[src/rtl/mac_pe_pkg.sv]
// mac_pe_pkg: shared types and helpers for the mac_pe_seq processing element.
//   pe_state_e    - sequencing FSM states (IDLE/RUN/FLUSH/OUT)
//   DEF_*         - default datapath widths
//   add_overflow  - signed-add overflow detect from operand/result sign bits
package mac_pe_pkg;

    localparam int DEF_DATA_W = 16;
    localparam int DEF_DEPTH  = 16;
    localparam int DEF_ACC_W  = 40;

    typedef enum logic [1:0] {
        IDLE  = 2'd0,
        RUN   = 2'd1,
        FLUSH = 2'd2,
        OUT   = 2'd3
    } pe_state_e;

    // A two's-complement add overflows exactly when both operands share a
    // sign and the sum's sign differs from it. Width-independent.
    function automatic logic add_overflow(input logic a_sign,
                                          input logic b_sign,
                                          input logic sum_sign);
        return (a_sign == b_sign) && (sum_sign != a_sign);
    endfunction

endpackage

[src/rtl/pe_weight_ram.sv]
// pe_weight_ram: DEPTH x DATA_W weight store, block-RAM inferable.
//   aclk     - clock
//   wr_en    - write strobe (caller qualifies state and address range)
//   wr_addr  - write address
//   wr_data  - write data
//   rd_en    - read strobe; rd_data updates on the following edge
//   rd_addr  - read address
//   rd_data  - registered read data (one-cycle latency)
module pe_weight_ram #(
    parameter int DATA_W = 16,
    parameter int DEPTH  = 16,
    parameter int ADDR_W = $clog2(DEPTH)
) (
    input  logic              aclk,
    input  logic              wr_en,
    input  logic [ADDR_W-1:0] wr_addr,
    input  logic [DATA_W-1:0] wr_data,
    input  logic              rd_en,
    input  logic [ADDR_W-1:0] rd_addr,
    output logic [DATA_W-1:0] rd_data
);

    logic [DATA_W-1:0] mem [DEPTH];

    // NOTE: the array has no reset branch; a reset would stop the tools
    // mapping it onto block RAM, and the weights must survive a reset anyway.
    // NOTE: non-blocking assignments so every register samples pre-edge
    // values, independent of statement or block ordering.
    always_ff @(posedge aclk) begin
        if (wr_en) begin
            mem[wr_addr] <= wr_data;
        end
        if (rd_en) begin
            rd_data <= mem[rd_addr];
        end
    end

endmodule

[src/rtl/mac_pe_seq.sv]
// mac_pe_seq: signed fixed-point MAC processing element.
// Streams cfg_len activations, multiplies beat k by weight[k] and accumulates
// into an ACC_W accumulator (ACC_W must be >= 2*DATA_W), presenting one result
// per run on a valid/ready port.
//   aclk, aresetn              - clock, synchronous active-low reset
//   wr_en/wr_addr/wr_data      - weight preload port, honoured only in IDLE
//   start, cfg_len             - start a run of 0..DEPTH beats
//   busy                       - high whenever the FSM is not IDLE
//   ain_valid/ain_ready/ain    - activation stream
//   res_valid/res_ready        - result handshake
//   res_data, overflow         - dot product and sticky wrap flag
// Pipeline: S0 accept + weight read, S1 multiply, S2 accumulate.
// cfg_len above DEPTH is outside the supported range.
module mac_pe_seq
    import mac_pe_pkg::*;
#(
    parameter int DATA_W = DEF_DATA_W,
    parameter int DEPTH  = DEF_DEPTH,
    parameter int ACC_W  = DEF_ACC_W,
    parameter int ADDR_W = $clog2(DEPTH)
) (
    input  logic              aclk,
    input  logic              aresetn,
    input  logic              wr_en,
    input  logic [ADDR_W-1:0] wr_addr,
    input  logic [DATA_W-1:0] wr_data,
    input  logic              start,
    input  logic [ADDR_W:0]   cfg_len,
    output logic              busy,
    input  logic              ain_valid,
    output logic              ain_ready,
    input  logic [DATA_W-1:0] ain,
    output logic              res_valid,
    input  logic              res_ready,
    output logic [ACC_W-1:0]  res_data,
    output logic              overflow
);

    localparam int PROD_W = 2 * DATA_W;

    pe_state_e state_q, state_d;

    logic [ADDR_W:0]           len_q, cnt_q, cnt_inc;
    logic                      accept, last_beat, ram_we;
    logic [DATA_W-1:0]         wt_rd;
    logic signed [DATA_W-1:0]  act_q;
    logic signed [PROD_W-1:0]  prod_q;
    logic signed [ACC_W-1:0]   acc_q, prod_ext, acc_sum;
    logic                      v0_q, v1_q, ovf_q;

    assign accept    = (state_q == RUN) && ain_valid;
    assign cnt_inc   = cnt_q + (ADDR_W+1)'(1);
    assign last_beat = (cnt_inc == len_q);
    assign ram_we    = wr_en && (state_q == IDLE) && (int'(wr_addr) < DEPTH);

    pe_weight_ram #(
        .DATA_W (DATA_W),
        .DEPTH  (DEPTH),
        .ADDR_W (ADDR_W)
    ) u_ram (
        .aclk    (aclk),
        .wr_en   (ram_we),
        .wr_addr (wr_addr),
        .wr_data (wr_data),
        .rd_en   (accept),
        .rd_addr (cnt_q[ADDR_W-1:0]),
        .rd_data (wt_rd)
    );

    always_ff @(posedge aclk) begin
        if (!aresetn) begin
            state_q <= IDLE;
        end else begin
            state_q <= state_d;
        end
    end

    always_comb begin
        // NOTE: every output gets a default before the case so no path
        // leaves one unassigned, which would otherwise infer a latch.
        state_d   = state_q;
        ain_ready = 1'b0;
        res_valid = 1'b0;
        busy      = (state_q != IDLE);
        case (state_q)
            IDLE: begin
                if (start) begin
                    state_d = (cfg_len == '0) ? OUT : RUN;
                end
            end
            RUN: begin
                ain_ready = 1'b1;
                if (accept && last_beat) begin
                    state_d = FLUSH;
                end
            end
            FLUSH: begin
                // Once S0 is empty, the beat still in S1 lands in the
                // accumulator on this very edge, so OUT sees the final sum.
                if (!v0_q) begin
                    state_d = OUT;
                end
            end
            OUT: begin
                res_valid = 1'b1;
                if (res_ready) begin
                    state_d = IDLE;
                end
            end
            default: state_d = IDLE;
        endcase
    end

    // Control, counter, accumulator and stage valid bits.
    always_ff @(posedge aclk) begin
        if (!aresetn) begin
            len_q <= '0;
            cnt_q <= '0;
            acc_q <= '0;
            ovf_q <= 1'b0;
            v0_q  <= 1'b0;
            v1_q  <= 1'b0;
        end else begin
            v0_q <= accept;
            v1_q <= v0_q;
            if (state_q == IDLE && start) begin
                len_q <= cfg_len;
                cnt_q <= '0;
                acc_q <= '0;
                ovf_q <= 1'b0;
            end
            if (accept) begin
                cnt_q <= cnt_inc;
            end
            if (v1_q) begin
                acc_q <= acc_sum;
                if (add_overflow(acc_q[ACC_W-1], prod_ext[ACC_W-1], acc_sum[ACC_W-1])) begin
                    ovf_q <= 1'b1;
                end
            end
        end
    end

    // Pipeline data registers carry no reset: the valid bits gate them.
    always_ff @(posedge aclk) begin
        if (accept) begin
            act_q <= ain;
        end
        if (v0_q) begin
            prod_q <= PROD_W'(act_q) * PROD_W'($signed(wt_rd));
        end
    end

    assign prod_ext = ACC_W'(prod_q);
    assign acc_sum  = acc_q + prod_ext;

    assign res_data = acc_q;
    assign overflow = ovf_q;

endmodule

[config.mk]
export PLATFORM = sky130hd
export DESIGN_NAME = mac_pe_seq
export DESIGN_NICKNAME = d
export VERILOG_FILES = /design/src/rtl/mac_pe_pkg.sv /design/src/rtl/pe_weight_ram.sv /design/src/rtl/mac_pe_seq.sv
export SDC_FILE = /design/constraint.sdc
export NUM_CORES = 1
export LEC_CHECK = 0
export CELL_PAD_IN_SITES_DETAIL_PLACEMENT = 2
export CELL_PAD_IN_SITES_GLOBAL_PLACEMENT = 2
export CORE_ASPECT_RATIO = 0.8
export CORE_MARGIN = 1
export CORE_UTILIZATION = 30
export DETAILED_ROUTE_END_ITERATION = 10
export GPL_TIMING_DRIVEN = 0
export PLACE_DENSITY_LB_ADDON = 0.1
export RECOVER_POWER = 25
export SYNTH_ARGS = -nofsm -noshare
export SYNTH_HDL_FRONTEND = slang
export SYNTH_SLANG_ARGS = --single-unit
export TNS_END_PERCENT = 10
[constraint.sdc]
create_clock -name aclk -period 6.3 [get_ports aclk]
set_input_delay 0.945 -clock aclk [delete_from_list [all_inputs] [get_ports aclk]]
set_output_delay 0.945 -clock aclk [all_outputs]
set_load 0.02 [all_outputs]
## Yosys cells after proc, flatten, opt, wreduce, memory -nomap -nowiden

Memories as Yosys holds them, arrays and structs flattened. A register that Yosys moved wholly into a read port is not among the register bits.
Index checks and enable logic that the tools add are counted.

- Memories kept: 1
- Bits in registers: 103
- Memory bits (writable): 256

- $add $sub $neg: 2
- Multipliers: 1
- Multiplexer cells: 17
- Equality and inequality tests: 10
- Reductions and logical operators: 11

Memories:

| name | depth | bits a word | rd ports | clocked after Yosys merged registers in | wr ports | RTL line | source |
|---|---|---|---|---|---|---|---|
| u_ram.mem | 16 | 16 | 1 | 1 | 1 | pe_weight_ram.sv:23 | `logic [DATA_W-1:0] mem [DEPTH];` |

Operators with widths:

| cell | number |
|---|---|
| 2-to-1 mux 40 bit | 2 |
| adder 40 x 32 -> 40 bit | 1 |
| multiplier 16 x 16 -> 32 bit | 1 |
| 2-to-1 mux 2 bit | 5 |
| 2-to-1 mux 5 bit | 2 |
| case mux 2 bit (4 select lines) | 1 |
| 2-to-1 mux 1 bit | 7 |
| != test 2 bit, second input constant | 3 |
| nonzero test 2 bit | 3 |
| adder 5 x 1 -> 5 bit, second input constant | 1 |
| equality test 5 bit | 1 |
| logical AND 1 bit | 5 |
| logical NOT 5 bit | 1 |
| equality test 2 bit, second input constant | 2 |
| AND reduction 4 bit | 1 |
| equality test 2 x 1 -> 1 bit, second input constant | 1 |
| logical NOT 2 bit | 1 |
| != test 2 x 1 -> 1 bit, second input constant | 1 |
| equality test 1 bit | 1 |
| != test 1 bit | 1 |

## Depth between registers and ports, before layout

Gate-level depths: netlist of the first run.

- Depth in word-level cells: 5
- Depth in mapped cells: 25

## By module

A second synthesis of the first run with hierarchy kept.

- Cell total of the unflattened synthesis: 2,111
- Area, all modules: 25,697.1 µm²

By module, submodules not included:

| module | cells each | seq. area each (µm²) | times used | area each (µm²) |
|---|---|---|---|---|
| mac_pe_seq | 1,679 | 2,542.4 | 1 | 15,493.6 |
| pe_weight_ram | 432 | 8,167.8 | 1 | 10,203.5 |

## Least setup slack after synthesis of the first run

Ideal clock, no wire load.

- Path type: reg-to-reg
- From: reg u_ram.rd_data[1] (read register of u_ram.mem)
- To: reg prod_q[30] (data pin)
- Library setup time: 0.258 ns
- Arrival time: 5.815 ns
- Setup slack: 0.227 ns
- Required time: 6.042 ns
- Buffers on the path: 1
- Cell stages (with the launch flop): 24
- Period minus slack after synthesis: 6.073 ns
- Path through: edfxtp_1 -> clkbuf_1 -> nand2_1 -> inv_1 -> fa_1 -> inv_1 -> fa_1 -> fa_1 -> inv_1 -> fa_1 -> fa_1 -> inv_1 -> fa_1 -> inv_1 -> ha_1 -> a21o_1 -> a21oi_1 -> o21ai_1 -> a21o_1 -> a21o_1 -> a221oi_1 -> o221ai_1 -> a21oi_1 -> xnor2_1

- Cells in the longest elaborated chain, start to end: 1

RTL lines:

| element | RTL line | source |
|---|---|---|
| from (decl) | pe_weight_ram.sv:20 | `output logic [DATA_W-1:0] rd_data` |
| multiplier 16 x 16 -> 32 bit | mac_pe_seq.sv:150 | `prod_q <= PROD_W'(act_q) * PROD_W'($signed(wt_rd));` |
| to (signal assigned) | mac_pe_seq.sv:150 |  |
| to (decl) | mac_pe_seq.sv:47 | `logic signed [PROD_W-1:0] prod_q;` |

Every way passes these cells.
A chain may end at the register's enable or synchronous reset.

## Final worst setup path of the first run

- From: reg u_ram.rd_data[4] (read register of u_ram.mem)
- To: reg prod_q[31] (data pin)

The elaborated chain is that of the path after synthesis.

==> key figures, run 1 <==
Detailed routing
  • Initial drt markers: 882
  • Avg WL per Cell: 24.0 um
  • Avg Vias per Cell: around 4.9
  • Post-DRT Antenna Nets: 0
  • Vias post-DR: 16,678
  • Total wire length: 82,500 um
  • DRC: 3
  • DRT Pass-1 Iters: 8

Placement
  • Hpwl dp: ~64,000 um
  • Routability cong.: 0.806
  • Port bufs: 90
  • Inst Count DP: 3,315

Final layout
  • Layout area overhead: 19.2%
  • Final Net Count: 2,724
  • Most frequent cells in the layout: inv_1 (329), edfxtp_1 (320), fa_1 (250), nand2_1 (195), and2_1 (135)
  • Commonest non-fill, non-tap cell in the layout: inv_1
  • Diode count: 0
  • Share of cells above drive strength 1: 14.3%
  • Final cell count without fillers: roughly 3,400

Clock tree
  • TritonCTS buffer count: 43
  • Clock buffer depth: 3
  • CTS root buf: clkbuf_16
  • H-Tree Depth: 2
  • CTS sink cnt: between 300 and 400
  • TritonCTS clock tree: done
  • Hold_buf cts: 0
  • Worst-Skew Late Latency: 600 ps
  • Clock slew at reported path FFs: around 60 ps

Critical path
  • Critical path launch point type: flop
  • Crit path kind: flop to flop
  • CP Capture Type: flop
  • Worst-path fanout max: 7
  • Worst EP arrival: 6660 ps
  • Req. time, crit path: around 6600 ps
  • R2R Setup Slk: -80 ps

STA
  • Hold WS: about 470 ps
  • RSZ-0062 raised after global routing: yes
  • Final worst slack: -80.2 ps
  • Fmax: 0.157 GHz
  • Max-slew violation count: 35
  • Max_slew headroom: -12.3%
  • Final period util: 101%
  • Final setup violation count: 3
  • Final min period: 6380 ps
  • Clk_skew: 31.4 ps
  • Final hold violations: 0
  • Slew @ Worst Pin: roughly 1700 ps

Synthesis
  • Syn_nets: 2,526
  • Mapped Area: 0.0257 mm^2
  • Post-Synthesis Cells: ~2,100
  • Yosys warnings: 0
  • Ys flop type: edfxtp_1
  • Post-synthesis sequential area ratio: around two fifths
  • EDFF count, synth: 320
  • Yosys cell types: between 60 and 70
  • Synthesized area per cell: 12.3 um^2
  • Yosys reg bits: 375
  • Post-synthesis async set-or-reset flop share: 0%

Die
  • Initial core utilization: 30.4%
  • Die area: 0.0868 mm^2
  • Io pins: 91
  • Die span in y: 264 um
  • Site Rows: 95
  • Width of the die: 329 um
  • Core Area: around 0.084 mm^2

GRT
  • Tot GR Track Use: 19.6%
  • First-pass GRT wire length: 125,000 um
  • Grt ovf: 0
  • Vias in the first global route: approximately 19,000
  • Largest net degree at the start of global routing: 35
  • Initial antenna violation count: 7

Min path
  • HP Class: flop to flop

Run
  • # Max-Cap Violations: 1

Outcome
  • Status: finished, violations left
  • Violated checks: DRC, capacitance limit, slew limit, setup timing
==> metal layers <==
layer,global-route usage (%),part of all wire (%),vias to the layer above
li1,-,-,7444
met1,29.0,50,8903
met2,30.5,45,275
met3,2.97,4.1,54
met4,3.09,1.2,2
met5,0,0.016,-
==> layout make-up <==
| type | instances | area [um^2] |
|---|---|---|
| Buffer | 70 | 389 |
| Clock buffer | 46 | 1100 |
| Clock inverter | 30 | 374 |
| Fill cell | 8720 | 53800 |
| Inverter | 333 | 1250 |
| Multi-Input combinational cell | 1311 | 13900 |
| Sequential cell | 375 | 10700 |
| Tap cell | 1115 | 1400 |
| Timing Repair Buffer | 153 | 1550 |
==> final timing paths <==
path / to / depth (start not counted) / from
worst max-delay path: prod_q[31]$_DFFE_PP_ / 22 / u_ram.rd_data[4]$_DFFE_PP_
worst min-delay path: res_data[38]$_SDFFE_PN0P_ / 2 / res_data[38]$_SDFFE_PN0P_
worst max register to register: prod_q[31]$_DFFE_PP_ / 22 / u_ram.rd_data[4]$_DFFE_PP_
worst min register to register: res_data[38]$_SDFFE_PN0P_ / 2 / res_data[38]$_SDFFE_PN0P_
==> cells by family after synthesis <==
group | count (synthesis) | synth area share [%]
flip-flops | 375 | 41.7
buffers and inverters | 403 | 5.90
AO/OA/AOI/OAI | 234 | 5.90
adder cells (fa/ha/maj) | 390 | 26.7
XOR/XNOR | 74 | 2.52
multiplexers | 83 | 7.13
AND/OR/NAND/NOR | 530 | 10.2
==> cell usage after synthesis, drive strengths merged (4+ instances only) <==
cell type | n | area share [%]
a211oi | 9 | 0.30
a21boi | 6 | 0.18
a21o | 28 | 0.82
a21oi | 72 | 1.4
a221oi | 6 | 0.23
a22oi | 8 | 0.23
a31oi | 6 | 0.15
and2 | 138 | 3.4
and3 | 8 | 0.19
buf | 8 | 0.13
clkbuf | 62 | 0.91
dfxtp | 55 | 4.3
edfxtp | 320 | 37
fa | 263 | 20
ha | 127 | 6.2
inv | 333 | 4.9
mux4 | 80 | 7.0
nand2 | 197 | 2.9
nand2b | 15 | 0.37
nand3 | 20 | 0.39
nand4 | 7 | 0.17
nor2 | 74 | 1.1
nor2b | 27 | 0.66
nor3 | 15 | 0.29
nor3b | 7 | 0.20
nor4 | 4 | 0.097
o211ai | 8 | 0.23
o21a | 4 | 0.12
o21ai | 51 | 1.1
o21bai | 10 | 0.31
o22ai | 4 | 0.097
or3 | 7 | 0.17
xnor2 | 57 | 1.9
xor2 | 17 | 0.58
==> through the flow <==
stage                     instance area (um^2)  setup TNS [ps]  utilization (%)  setup slack [ps]
after floorplan                          25700               0                -               227
after global placement                   28000          -12590             33.2             -1670
after detailed placement                 28400          -13950             33.6             -1710
after CTS                                30500            -981             36.1              -212
after global routing                     30600           -2020             36.3              -292
final                                    30600            -144             36.3             -80.2
==> timing repair <==
action | in CTS | in global routing
endpoints found under the setup margin | 19 | 15
resized for setup | 100 | 45
setup buffers | 37 | 5
pin swaps | 18 | 30
==> state kept, by name (all words and copies together), names as in the netlist <==
name / count
v1_q: 1
res_data: 40
state_q: 2
prod_q: 32
act_q: 16
cnt_q: 5
u_ram.mem: 256
v0_q: 1
u_ram.rd_data: 16
overflow: 1
len_q: 5
==> critical path, cell delays in order, from the launching register on <==
cell,delay [ps]
edfxtp_1,550
buf_8,220
nand2_1,110
inv_2,70
fa_1,520
fa_2,620
fa_1,450
fa_1,530
fa_1,510
inv_1,50
fa_1,470
inv_1,40
ha_2,310
a21o_1,170
nand2_1,80
nand2_1,100
a31oi_4,180
nand3b_1,140
o21ai_4,200
o22ai_1,150
a21bo_2,260
a21oi_4,180
xnor2_4,130
Power of run 1 is not shown: default switching activity piles up to over one toggle a cycle in this logic, so the estimate is an artifact.
==> inputs of run 2 (changes only) <==
CORE_ASPECT_RATIO = default   (was 0.8)
PLACE_DENSITY = 0.65   (was default)
PLACE_DENSITY_LB_ADDON = default   (was 0.1)
==> run 2 against run 1 <==
The flow finishes with violations (capacitance limit, slew limit). Via count down 0.65%. Cell count up 1.6%. Highest routed layer unchanged. Sequential share of layout area down 0.46 points. Setup slack better by 120 ps. Critical path type unchanged. Critical path depth unchanged. Design area up 1.3%.
==> key figures, run 2 (synthesized netlist as in run 1, its figures left out) <==
Outcome
  • Status: finished, violations left
  • Violated checks: capacitance limit, slew limit

Final layout
  • Final cell count without fillers: 3,487 (+1.6%)
  • Share of cells above drive strength 1: 16.2% (+1.9 points)
  • Layout area overhead: 20.8%
  • Largest register FFs: 256 (unchanged)
  • Commonest non-fill, non-tap cell in the layout: inv_1
  • Final Net Count: 2,756 (+1.2%)
  • Biggest register: u_ram.mem
  • Most frequent cells in the layout: inv_1 (322), edfxtp_1 (320), fa_1 (250), nand2_1 (189), and2_1 (129)

Critical path
  • Critical path launch point type: flop
  • Req. time, crit path: 6630 ps (+50 ps)
  • Worst-path fanout max: 10 (+3)
  • Worst EP arrival: 6590 ps (-70 ps)
  • CP Capture Type: flop
  • Crit path kind: flop to flop

STA
  • Clk_skew: 34.7 ps (+3.34 ps)
  • Fmax: 0.160 GHz (+1.9%)
  • Hold WS: 467 ps (-3.89 ps)
  • Final hold violations: 0 (unchanged)
  • Final setup violation count: 0 (-3)
  • Max-slew violation count: 35 (unchanged)
  • Max_slew headroom: -8.60% (+3.7 points)
  • Final min period: 6260 ps (-118 ps)
  • Final period util: 99.4% (-1.9 points)
  • RSZ-0062 raised after global routing: yes
  • Slew @ Worst Pin: 1630 ps (-56.0 ps)
  • Final worst slack: 37.5 ps (+118 ps)

Clock tree
  • Worst-Skew Late Latency: 610 ps (about the same)
  • CTS root buf: clkbuf_16
  • Clock buffer depth: 3 (unchanged)
  • TritonCTS buffer count: 44 (+2.3%)
  • TritonCTS clock tree: done
  • CTS sink cnt: 375 (unchanged)
  • Clock slew at reported path FFs: 60 ps (about the same)
  • H-Tree Depth: 2 (unchanged)
  • Hold_buf cts: 0 (unchanged)

GRT
  • Initial antenna violation count: 1 (-6)
  • Grt ovf: 0 (unchanged)
  • GR Util met2: 34.7% (+4.1 points)
  • First-pass GRT wire length: 119,000 um (-4.8%)
  • Vias in the first global route: 19,283 (+1.6%)
  • Tot GR Track Use: 18.4% (-1.2 points)
  • Routing usage on met1: 21.2% (-7.8 points)
  • Largest net degree at the start of global routing: 38 (+8.6%)
  • Busiest grt layer: met2
  • Global Route met3 Usage: 2.01% (-0.96 points)

Detailed routing
  • Avg WL per Cell: 22.3 um (-7.3%)
  • DRC: 0 (-3)
  • Initial drt markers: 734 (-17%)
  • Total wire length: 77,700 um (-5.8%)
  • Vias post-DR: 16,570 (-0.65%)
  • Post-DRT Antenna Nets: 0 (unchanged)
  • DRT Pass-1 Iters: 7 (-1)
  • Avg Vias per Cell: 4.75 (-2.2%)

Placement
  • Inst Count DP: 3,333 (+0.54%)
  • Hpwl dp: 59,700 um (-7.3%)
  • Routability cong.: 0.876 (+8.6%)
  • Port bufs: 90 (unchanged)
  • Pre-CTS WS: -1200 ps (+509 ps)

Die
  • Die span in y: 295 um (+12%)
  • Io pins: 91 (unchanged)
  • Die area: 0.0868 mm^2 (about the same)
  • Width of the die: 295 um (-10%)
  • Site Rows: 106 (+12%)
  • Initial core utilization: 30.5% (+0.063 points)
  • Core Area: 0.0842 mm^2 (-0.21%)

Run
  • # Max-Cap Violations: 1 (unchanged)

Min path
  • HP Class: flop to flop
==> run 2: through the flow <==
step / area (um^2) / setup TNS (ps) / util, %
after floorplan: 25700 / 0 / -
after global placement: 28000 / -8510 / 33.3
after detailed placement: 28400 / -9990 / 33.7
after CTS: 30800 / -24.3 / 36.6
after global routing: 31000 / -243 / 36.9
final: 31000 / 0 / 36.9
==> run 2: final cells by class <==
cell class              count  area (um^2)
clock buffers              52         1160
multi-input cells        1311        13900
inverters                 333         1250
plain buffers              69          413
diodes                      2         5.00
repair buffers            185         1860
flip-flops and latches    375        10700
fillers                  8659        53200
well taps                1134         1420
clock inverters            26          338
==> run 2: path summary, 6_finish.rpt <==
check	endpoint	depth (start not counted)	from	slack [ps]
setup / recovery	prod_q[30]$_DFFE_PP_	22	u_ram.rd_data[15]$_DFFE_PP_	40
hold / removal	res_data[32]$_SDFFE_PN0P_	2	res_data[32]$_SDFFE_PN0P_	470
setup reg to reg	prod_q[30]$_DFFE_PP_	22	u_ram.rd_data[15]$_DFFE_PP_	40
hold reg to reg	res_data[32]$_SDFFE_PN0P_	2	res_data[32]$_SDFFE_PN0P_	470
==> run 2: repair_timing <==
| action | 4_1_cts | 5_1_grt |
|---|---|---|
| gates resized for setup | 113 | 63 |
| setup endpoints to repair | 17 | 9 |
| cloned | 1 | 0 |
| setup buffers | 63 | 11 |
| pin swaps | 35 | 48 |
==> run 2: worst max-delay path, cell delays in order (launching register included) <==
cell	delay (ps)
edfxtp_1	350
buf_4	180
inv_1	190
clkbuf_8	240
nor2_1	80
fa_1	490
fa_1	440
fa_1	570
fa_1	450
fa_1	510
inv_1	50
fa_1	470
inv_1	60
ha_4	240
a21o_1	200
a21oi_2	140
o21ai_2	70
a21o_1	170
a21o_1	210
a221oi_4	390
o221ai_2	160
a21oi_2	210
xnor2_2	100
==> run 2: routing by layer <==
metal | wire length [um] | up-vias
met2 | 42000 | 249
met1 | 30900 | 8690
met4 | 2740 | 2
met5 | 11 | -
met3 | 2000 | 121
li1 | - | 7508
Power of run 2 is left out for the same reason.
